File: config.mk
export PLATFORM = sky130hd
export DESIGN_NAME = rx_block_lock
export DESIGN_NICKNAME = d
export VERILOG_FILES = /design/src/rtl/rx_block_lock.sv
export SDC_FILE = /design/constraint.sdc
export NUM_CORES = 1
export LEC_CHECK = 0
export ABC_AREA = 1
export CORE_ASPECT_RATIO = 1.4
export CORE_MARGIN = 3
export CORE_UTILIZATION = 32
export DETAILED_ROUTE_END_ITERATION = 8
export DONT_BUFFER_PORTS = 1
export HOLD_SLACK_MARGIN = 0.12
export PLACE_DENSITY = 0.56
export SYNTH_ARGS = -nofsm -noshare
export SYNTH_HDL_FRONTEND = slang
export SYNTH_SLANG_ARGS = --single-unit
File: constraint.sdc
create_clock -name CLK -period 2.3 [get_ports CLK]
set_input_delay 0.115 -clock CLK [delete_from_list [all_inputs] [get_ports CLK]]
set_output_delay 0.115 -clock CLK [all_outputs]
set_load 0.01 [all_outputs]
File: src/rtl/rx_block_lock.sv
// rx_block_lock: 64b/66b block alignment. Watches the 2-bit sync header of each
// received block, requests bitslips until alignment is found, declares lock
// after a run of good headers, and drops lock when too many bad headers show
// up inside one monitoring window.
module rx_block_lock #(
  parameter int LOCK_CNT  = 64,
  parameter int GOOD_WIN  = 1024,
  parameter int BAD_MAX   = 16,
  parameter int SLIP_WAIT = 4
) (
  input  logic       CLK,
  input  logic       rst,
  input  logic [1:0] rx_header,
  input  logic       rx_header_valid,
  output logic       block_lock,
  output logic       bitslip,
  output logic [7:0] lock_loss_cnt,
  output logic [1:0] state
);

  // sh_cnt counts both the acquire run and the locked window, so it is sized
  // for whichever of the two limits is larger.
  localparam int SH_MAX = (LOCK_CNT > GOOD_WIN) ? LOCK_CNT : GOOD_WIN;
  localparam int SH_W   = $clog2(SH_MAX) + 1;
  localparam int BAD_W  = $clog2(BAD_MAX) + 1;
  localparam int WAIT_W = $clog2(SLIP_WAIT) + 1;

  typedef enum logic [1:0] {
    UNLOCKED  = 2'd0,
    LOCKED    = 2'd1,
    SLIP_HOLD = 2'd2
  } state_t;

  state_t             state_q;
  state_t             state_d;
  logic [SH_W-1:0]    sh_cnt;
  logic [SH_W-1:0]    sh_d;
  logic [BAD_W-1:0]   bad_cnt;
  logic [BAD_W-1:0]   bad_d;
  logic [WAIT_W-1:0]  wait_cnt;
  logic [WAIT_W-1:0]  wait_d;
  logic               slip_d;
  logic [7:0]         loss_d;

  logic               good;
  logic [SH_W-1:0]    sh_inc;
  logic [BAD_W-1:0]   bad_inc;
  logic [WAIT_W-1:0]  wait_inc;
  logic               acquire_hit;
  logic               loss_hit;
  logic               win_hit;
  logic               hold_done;

  // Header classification and threshold detection shared by both comb blocks.
  always_comb begin
    good        = (rx_header == 2'b01) || (rx_header == 2'b10);
    sh_inc      = sh_cnt + SH_W'(1);
    bad_inc     = bad_cnt + (good ? BAD_W'(0) : BAD_W'(1));
    wait_inc    = wait_cnt + WAIT_W'(1);
    acquire_hit = good && (sh_inc == SH_W'(LOCK_CNT));
    loss_hit    = !good && (bad_inc == BAD_W'(BAD_MAX));
    win_hit     = (sh_inc == SH_W'(GOOD_WIN));
    hold_done   = (wait_inc == WAIT_W'(SLIP_WAIT));
  end

  // State register; reset forces UNLOCKED without waiting for a clock edge.
  always_ff @(posedge CLK or posedge rst) begin
    if (rst) state_q <= UNLOCKED;
    else     state_q <= state_d;
  end

  // Next-state logic; nothing moves on cycles without a valid header.
  always_comb begin
    state_d = state_q;
    if (rx_header_valid) begin
      case (state_q)
        UNLOCKED: begin
          if (!good)            state_d = SLIP_HOLD;
          else if (acquire_hit) state_d = LOCKED;
        end
        LOCKED: begin
          if (loss_hit) state_d = SLIP_HOLD;
        end
        SLIP_HOLD: begin
          if (hold_done) state_d = UNLOCKED;
        end
        default: state_d = UNLOCKED;
      endcase
    end
  end

  // Counter, bitslip and lock-loss next values. Lock loss is tested before the
  // window rollover so a bad header that is also the last in its window wins.
  always_comb begin
    sh_d   = sh_cnt;
    bad_d  = bad_cnt;
    wait_d = wait_cnt;
    slip_d = 1'b0;
    loss_d = lock_loss_cnt;
    if (rx_header_valid) begin
      case (state_q)
        UNLOCKED: begin
          if (!good) begin
            slip_d = 1'b1;
            sh_d   = '0;
            wait_d = '0;
          end else if (acquire_hit) begin
            sh_d  = '0;
            bad_d = '0;
          end else begin
            sh_d = sh_inc;
          end
        end
        LOCKED: begin
          if (loss_hit) begin
            slip_d = 1'b1;
            sh_d   = '0;
            bad_d  = '0;
            wait_d = '0;
            if (lock_loss_cnt != 8'hff) loss_d = lock_loss_cnt + 8'd1;
          end else if (win_hit) begin
            sh_d  = '0;
            bad_d = '0;
          end else begin
            sh_d  = sh_inc;
            bad_d = bad_inc;
          end
        end
        SLIP_HOLD: begin
          if (hold_done) begin
            sh_d   = '0;
            bad_d  = '0;
            wait_d = '0;
          end else begin
            wait_d = wait_inc;
          end
        end
        default: begin
          sh_d   = '0;
          bad_d  = '0;
          wait_d = '0;
        end
      endcase
    end
  end

  // Counter and output registers, all cleared asynchronously by reset.
  always_ff @(posedge CLK or posedge rst) begin
    if (rst) begin
      sh_cnt        <= '0;
      bad_cnt       <= '0;
      wait_cnt      <= '0;
      bitslip       <= 1'b0;
      lock_loss_cnt <= '0;
    end else begin
      sh_cnt        <= sh_d;
      bad_cnt       <= bad_d;
      wait_cnt      <= wait_d;
      bitslip       <= slip_d;
      lock_loss_cnt <= loss_d;
    end
  end

  // Lock status is a decode of the registered state, so reset drops it at once.
  assign block_lock = (state_q == LOCKED);
  assign state      = state_q;

endmodule

==> results of run 1 <==
where the power goes:
group | switching (mW) | internal, mW | total, mW
Sequential | 0.0805 | 0.586 | 0.667
Combinational | 0.326 | 0.153 | 0.479
Clock | 0.208 | 0.241 | 0.449
Total | 0.614 | 0.981 | 1.59
per-stage QoR:
step	utilization [%]	power, mW	instance area, µm²
global placement	34.8	1.14	2180
floorplan	-	1.02	2080
CTS	36.6	1.61	2290
global route	36.9	1.70	2310
finish	36.9	1.59	2310
detailed placement	34.8	1.15	2180
registers in the layout (all words and copies together) (netlist names):
name and cells:
sh_cnt 11, state 2, lock_loss_cnt 8, wait_cnt 3, bad_cnt 5, bitslip 1
what timing repair did:
item / CTS / global route
gates resized for setup: 0 / 3
hold endpoints to repair: 32 / 0
hold buffers: 2 / 0
endpoints found under the setup margin: 0 / 4
buffers inserted: 0 / 1
Yosys cell counts, drive strengths merged:
cell type  instances
xor2               9
a21oi              1
nor2              31
nand3b             2
ha                 6
clkbuf             1
nand4              9
xnor2              2
nor4               1
dfrtp             30
nand3             25
or2                2
o21bai             2
nor3               2
clkinv             2
nand2             99
inv               32
o21ai             13
per-layer routing:
layer / up-vias / track usage (%) / part of all wire (%)
li1: 871 / - / -
met1: 774 / 13.9 / 42
met2: 28 / 22.6 / 52
met3: 9 / 3.38 / 4.4
met4: 0 / 6.14 / 2.3
met5: - / 0 / 0
critical path, cell delays in order (launching register included):
cell and delay, ns:
dfrtp_1 0.40, ha_1 0.22, ha_1 0.29, or2_0 0.25
nor3_2 0.20, nand3_2 0.18, nand2_1 0.18, nand3_2 0.15
nand2_1 0.09, o21ai_1 0.06
worst paths after layout:
path / cells after the start / endpoint / start
max reg2reg: 9 / wait_cnt[1] / bad_cnt[0]
min in group asynchronous: 3 / lock_loss_cnt[2] / rst
min: 3 / sh_cnt[9] / rx_header_valid
min reg2reg: 2 / bad_cnt[0] / bad_cnt[0]
max: 9 / wait_cnt[1] / bad_cnt[0]
max in group asynchronous: 3 / sh_cnt[10] / rst
cell families (layout without fill, tap and decap cells):
group           after synthesis  count (layout)  share of synthesized area (%)
xor+xnor                     11              11                           4.64
compound gates               16              16                           5.00
buf+inv                      35              47                           6.33
simple gates                171             171                           44.3
flops                        30              30                           36.1
fa+ha+maj                     6               6                           3.61
final cells by class:
type,count,area (µm²)
repair buffers,5,42.5
inverters,34,130
well taps,72,90.1
clock inverters,1,5.00
clock buffers,7,86.3
fillers,633,3940
multi-input cells,204,1200
flip-flops and latches,30,751
==> run_results.csv, run 1 <==
group,metric,value,unit
setup_path,critical_path_class,"flop to flop",
min_path,hold_path.class,"input port to flop",
yosys,syn_nets,280,
cells_and_area,final_cell_mix,"80 x nand2_1, 30 x dfrtp_1, 29 x inv_1, 22 x nor2_1, 18 x nand3_1",
clocking,cts_buffers,5,
cells_and_area,drive_above_1_share,19.9,%
global_route,overflow,0,
route,drt_iter0_drc,61,
clocking,cts-root-buf,"clkbuf_8",
placed_design,place_ws,0.0722,ns
setup_path,endpoint_kind,"flop",
route,viasPerCell,4.76,
power_and_ir_drop,irDropWorstVdd,0.355,mV
clocking,htreeDepth,2,
timing,fin_crit_sh,93.3,%
die,start_util,33.2,%
global_route,antenna_found_initial,0,
outcome,status,"finished clean",
timing,rsz0062_at_grt,"no",
die,ios,17,
timing,relSlewSlack,73.6,%
power_and_ir_drop,power.leakage,1.13,nW
timing,drv_slew,0,
clocking,clock_sinks,30,
power_and_ir_drop,p_per_area,690,mW/mm²
placed_design,port_buffers,0,
route,wl_per_cell,12.1,µm
timing,fin_skew,0.00680,ns
yosys,ys_top_cells_by_area,"dfrtp_1 36%, nand2_1 14%, inv_1 5.2%, nand3_1 4.6%, nor2_1 4.0%",
placed_design,dpl.hpwl,3290,µm
cells_and_area,nets,291,
placed_design,dp_cells,342,
die,core,0.00625,mm²
timing,fin_hold_ws,0.179,ns
setup_path,cp_data_arrival_time,2.31,ns
yosys,netlist-cell-type-count,29,
timing,min_period,2.14,ns
job,cap_violations,0,
setup_path,cp_max_fo,6,
timing,tightest_slew,0.394,ns
placed_design,gp_congestion,0.744,
timing,fin_tns_setup,0,ns
cells_and_area,area_growth,11.2,%
timing,finalWorstSetupSlack,0.155,ns
global_route,grtUsageTotal,12.8,%
yosys,syn_area,0.00208,mm²
global_route,grt_max_degree,31,
yosys,ys_seq_elements,30,
timing,hold_viol,0,
global_route,grt_pass1_wl,7440,µm
cells_and_area,stdcell_count,353,
die,die_w,74.1,µm
cells_and_area,final_common_cell,"nand2_1",
setup_path,r2r_slack,0.16,ns
route,vias,1682,
die,fp.dieH,101,µm
route,drc_errors,0,
clocking,tritoncts,"done",
yosys,synth_top_cell_by_area,"dfrtp_1",
route,ant_nets,0,
yosys,synth_top_area_share,36.1,%
timing,finalSetupViolCount,0,
route,dr.pass1.iters,6,
route,routed_wirelength,4270,µm
die,die_area,0.00751,mm²
global_route,grt_pass1_vias,1692,
yosys,syn_inst,269,
setup_path,worstPathRequired,2.47,ns
cells_and_area,num_antenna_cells,0,
clocking,path_clk_slew,0.07,ns
clocking,clockBufferDepth,2,
die,rows,34,
yosys,ys_seq_area_share,36.1,%
setup_path,start_kind,"flop",
yosys,yosys_warnings,0,
timing,fmax,466,MHz
yosys,avgSynthCellArea,7.72,µm²
clocking,clk_latency,0.28,ns
Note: power is estimated with default switching activity, not from simulation.
==> inputs of run 2 (changes only) <==
--- a/config.mk
+++ b/config.mk
@@ -13,6 +13,7 @@
 export DONT_BUFFER_PORTS = 1
 export HOLD_SLACK_MARGIN = 0.12
 export PLACE_DENSITY = 0.56
+export RECOVER_POWER = 50
 export SYNTH_ARGS = -nofsm -noshare
 export SYNTH_HDL_FRONTEND = slang
 export SYNTH_SLANG_ARGS = --single-unit
==> run_results.csv, run 2 (synthesis results as in run 1) <==
group,metric,value,unit
cells_and_area,largest_registers,"sh_cnt x11, lock_loss_cnt x8, bad_cnt x5",
timing,fin_tns_setup,0,ns
min_path,hold_path.class,"input port to flop",
die,rows,34,
placed_design,dp_cells,342,
global_route,grt_pass1_vias,1692,
route,dr.pass1.iters,6,
setup_path,path_cells,"ha_1 -> ha_1 -> or2_0 -> nor3_2 -> nand3_2 -> nand2_1 -> nand3_2 -> nand2_1 -> o21ai_1",
route,routed_wirelength,4270,µm
timing,rsz0062_at_grt,"no",
setup_path,slowest_delay,0.40,ns
timing,tightest_slew,1.64,ns
route,drc_errors,0,
die,core,0.00625,mm²
setup_path,cp_data_arrival_time,2.31,ns
route,wl_per_cell,12.1,µm
min_path,min_from,"rx_header_valid",
setup_path,r2r-start,"bad_cnt[0]",
cells_and_area,fin_area,0.00231,mm²
timing,min_period,2.14,ns
power_and_ir_drop,irDropWorstVdd,0.355,mV
setup_path,worstPathRequired,2.47,ns
timing,fin_crit_sh,93.2,%
setup_path,start_kind,"flop",
placed_design,placed_area,0.00218,mm²
job,cap_violations,1,
route,vias,1682,
cells_and_area,stdcell_count,353,
global_route,grt_pass1_wl,7440,µm
cells_and_area,final_cell_mix,"80 x nand2_1, 30 x dfrtp_1, 29 x inv_1, 22 x nor2_1, 18 x nand3_1",
route,viasPerCell,4.76,
setup_path,r2r-end,"wait_cnt[1]",
die,die_area,0.00751,mm²
timing,fmax,466,MHz
clocking,cts_buffers,5,
cells_and_area,nets,291,
setup_path,reg2reg_depth,9,
placed_design,port_buffers,0,
clocking,tritoncts,"done",
clocking,cts-root-buf,"clkbuf_8",
timing,relSlewSlack,-9.32,%
timing,fin_skew,0.00680,ns
min_path,whs_endpoint,"sh_cnt[9]",
setup_path,cp_max_fo,6,
timing,finalSetupViolCount,0,
cells_and_area,final_common_cell,"nand2_1",
placed_design,dpl.hpwl,3290,µm
clocking,clockBufferDepth,2,
die,fp.dieH,101,µm
setup_path,endpoint_kind,"flop",
global_route,overflow,0,
cells_and_area,num_antenna_cells,0,
outcome,violations,"max-capacitance violations, max-slew violations",
cells_and_area,area_growth,11.0,%
power_and_ir_drop,p_per_area,691,mW/mm²
setup_path,slowest_stage,"dfrtp_1",
cells_and_area,drive_above_1_share,19.6,%
die,ios,17,
global_route,antenna_found_initial,0,
setup_path,critical_path_class,"flop to flop",
cells_and_area,regMostFlops,"sh_cnt",
clocking,clock_sinks,30,
power_and_ir_drop,power.leakage,1.13,nW
clocking,clk_latency,0.28,ns
setup_path,r2r_slack,0.16,ns
timing,hold_viol,0,
timing,drv_slew,31,
die,start_util,33.2,%
cells_and_area,largest_reg_flops,11,
route,ant_nets,0,
placed_design,gp_congestion,0.744,
clocking,path_clk_slew,0.07,ns
die,die_w,74.1,µm
global_route,grtUsageTotal,12.8,%
min_path,worstHoldPathCells,3,
route,drt_iter0_drc,51,
outcome,status,"finished, violations left",
clocking,htreeDepth,2,
global_route,grt_max_degree,31,
run 2: final cells by class:
cell class	count	area (µm²)
Sequential cell	30	751
Tap cell	72	90.1
Inverter	34	130
Timing Repair Buffer	5	38.8
Clock buffer	7	86.3
Clock inverter	1	5.00
Multi-Input combinational cell	204	1200
Fill cell	633	3950
run 2: how the worst max path moves through the flow:
| stage | from | end | slack [ns] | depth (start not counted) |
|---|---|---|---|---|
| after detailed placement | rx_header[0] | wait_cnt[1] | 0.07 | 13 |
| after global routing | bad_cnt[0] | lock_loss_cnt[6] | 0.01 | 9 |
| after CTS | bad_cnt[0] | wait_cnt[1] | 0.09 | 9 |
| final | bad_cnt[0] | wait_cnt[1] | 0.16 | 9 |
| after global placement | rx_header[0] | wait_cnt[1] | 0.18 | 13 |
| after floorplan | rx_header[0] | wait_cnt[0] | 0.32 | 13 |
run 2: power breakdown:
group | switching [mW] | leakage [nW] | internal [mW]
registers | 0.0805 | 0.393 | 0.586
logic | 0.325 | 0.685 | 0.152
clock network | 0.208 | 0.0482 | 0.241
run 2: metal layers:
layer | GRT usage (%) | share of wire, % | vias up
met4 | 6.14 | 2.3 | 0
met2 | 22.6 | 52 | 29
met1 | 13.9 | 42 | 773
met5 | 0 | 0 | -
met3 | 3.38 | 4.4 | 9
li1 | - | - | 871
run 2: per-stage QoR:
| stage | power, mW | util, % | setup WS [ns] | hold WS, ns |
|---|---|---|---|---|
| finish | 1.59 | 36.9 | 0.156 | 0.179 |
| detailed placement | 1.15 | 34.8 | 0.0722 | 0.113 |
| global route | 1.70 | 36.9 | 0.0119 | 0.239 |
| global placement | 1.14 | 34.8 | 0.184 | 0.114 |
| CTS | 1.61 | 36.6 | 0.0885 | 0.175 |
| floorplan | 1.02 | - | 0.317 | 0.206 |
run 2: repair_timing:
item                                   in CTS  in global routing
endpoints found under the hold margin      32                  0
hold buffers                                2                  0
buffers inserted                            0                  1
gates resized for setup                     0                  3
setup endpoints to repair                   0                  4
run 2: critical path: cells and delay by family, from the launching register on:
family / cells / cell delay, ns
AO/OA/AOI/OAI: 1 / 0.06
adder cells (fa/ha/maj): 2 / 0.51
flip-flops: 1 / 0.40
AND/OR/NAND/NOR: 6 / 1.05
==> inputs of run 3 (changes only) <==
--- a/config.mk
+++ b/config.mk
@@ -9,11 +9,12 @@
 export CORE_ASPECT_RATIO = 1.4
 export CORE_MARGIN = 3
 export CORE_UTILIZATION = 32
+export CTS_BUF_LIST = sky130_fd_sc_hd__clkbuf_4 sky130_fd_sc_hd__clkbuf_8
 export DETAILED_ROUTE_END_ITERATION = 8
 export DONT_BUFFER_PORTS = 1
 export HOLD_SLACK_MARGIN = 0.12
 export PLACE_DENSITY = 0.56
-export RECOVER_POWER = 50
+export SLEW_MARGIN = 10
 export SYNTH_ARGS = -nofsm -noshare
 export SYNTH_HDL_FRONTEND = slang
 export SYNTH_SLANG_ARGS = --single-unit
==> run_results.csv, run 3 (synthesis results as in run 1) <==
group,metric,value,unit
outcome,status,"finished clean",
job,cap_violations,0,
clocking,clock_sinks,30,
global_route,grtUsageTotal,12.7,%
route,drt_iter0_drc,48,
setup_path,endpoint_kind,"flop",
cells_and_area,final_cell_mix,"80 x nand2_1, 30 x dfrtp_1, 29 x inv_1, 22 x nor2_1, 18 x nand3_1",
cells_and_area,largest_registers,"sh_cnt x11, lock_loss_cnt x8, bad_cnt x5",
cells_and_area,final_common_cell,"nand2_1",
clocking,clockBufferDepth,2,
clocking,cts-root-buf,"clkbuf_8",
setup_path,r2r_slack,0.16,ns
timing,fmax,467,MHz
cells_and_area,fin_util,37.0,%
timing,hold_viol,0,
clocking,htreeDepth,2,
cells_and_area,fin_area,0.00231,mm²
power_and_ir_drop,power,1.61,mW
die,die_w,74.1,µm
global_route,grt_pass1_wl,7420,µm
power_and_ir_drop,p_per_area,696,mW/mm²
placed_design,place_ws,0.0722,ns
setup_path,cp_data_arrival_time,2.31,ns
cells_and_area,stdcell_count,353,
route,wl_per_cell,12.1,µm
timing,finalWorstSetupSlack,0.160,ns
timing,fin_crit_sh,93.0,%
setup_path,start_kind,"flop",
placed_design,dp_cells,342,
die,fp.dieH,101,µm
die,rows,34,
route,dr.pass1.iters,6,
power_and_ir_drop,power.leakage,1.13,nW
clocking,tritoncts,"done",
route,met3RoutedLength,193,µm
cells_and_area,area_growth,11.4,%
setup_path,critical_path_class,"flop to flop",
global_route,overflow,0,
route,met1_length,1770,µm
cells_and_area,num_antenna_cells,0,
placed_design,placed_area,0.00218,mm²
global_route,grt_max_degree,31,
setup_path,cp_max_fo,6,
timing,drv_slew,0,
timing,relSlewSlack,73.8,%
die,start_util,33.2,%
cells_and_area,regMostFlops,"sh_cnt",
timing,rsz0062_at_grt,"no",
setup_path,crit_end,"wait_cnt[1]",
clocking,path_clk_slew,0.07,ns
cells_and_area,drive_above_1_share,20.3,%
route,vias,1679,
setup_path,reg2reg_depth,9,
route,top_layer_used,"met4",
timing,min_period,2.14,ns
route,met2_length,2210,µm
power_and_ir_drop,irDropWorstVdd,0.494,mV
placed_design,dpl.hpwl,3290,µm
placed_design,gp_congestion,0.744,
route,viasPerCell,4.76,
die,ios,17,
min_path,hold_path.class,"input port to flop",
global_route,antenna_found_initial,0,
setup_path,r2r-start,"bad_cnt[0]",
setup_path,r2r-end,"wait_cnt[1]",
route,routed_wirelength,4270,µm
global_route,grt_pass1_vias,1691,
timing,tightest_slew,0.392,ns
setup_path,startpoint,"bad_cnt[0]",
die,die_area,0.00751,mm²
timing,fin_skew,0.00670,ns
cells_and_area,largest_reg_flops,11,
timing,finalSetupViolCount,0,
die,core,0.00625,mm²
clocking,clk_latency,0.28,ns
clocking,cts_buffers,5,
cells_and_area,nets,291,
timing,fin_hold_ws,0.177,ns
placed_design,port_buffers,0,
setup_path,worstPathRequired,2.47,ns
timing,fin_tns_setup,0,ns
route,ant_nets,0,
route,drc_errors,0,
==> run 3: where the power goes <==
group	total [mW]	switching [mW]	internal [mW]
combinational	0.478	0.325	0.153
clock	0.464	0.211	0.253
sequential	0.667	0.0812	0.586
total	1.61	0.617	0.992
==> run 3: worst max-delay path, stage by stage (launching register included) <==
cell,delay [ns]
dfrtp_1,0.40
ha_1,0.22
ha_1,0.29
or2_0,0.25
nor3_2,0.20
nand3_2,0.17
nand2_1,0.18
nand3_2,0.15
nand2_1,0.09
o21ai_1,0.06
==> run 3: worst min path at each step <==
stage,from,end,slack (ns),cells past startpoint
2_1_floorplan,rst,bad_cnt[0],0.21,1
3_3_place_gp,rst,lock_loss_cnt[7],0.11,2
3_5_place_dp,rst,lock_loss_cnt[7],0.11,2
4_1_cts,rx_header_valid,sh_cnt[9],0.18,3
5_1_grt,rx_header_valid,sh_cnt[9],0.24,3
6_report,rx_header_valid,sh_cnt[9],0.18,3
==> run 3: final cells by class <==
type,instances,area (µm²)
Tap cell,72,90.1
Timing Repair Buffer,5,42.5
Inverter,34,130
Clock inverter,1,5.00
Sequential cell,30,751
Fill cell,634,3940
Multi-Input combinational cell,204,1200
Clock buffer,7,90.1
==> run 3: layer usage <==
| layer | up-vias | GRT usage, % |
|---|---|---|
| met5 | - | 0 |
| met4 | 0 | 5.72 |
| met3 | 9 | 3.38 |
| met2 | 29 | 22.5 |
| met1 | 771 | 13.9 |
| li1 | 870 | - |
==> run 3: what timing repair did <==
item	4_1_cts	5_1_grt
buffers inserted	0	1
gates resized for setup	0	3
endpoints found under the setup margin	0	4
hold endpoints to repair	32	0
hold buffers	2	0
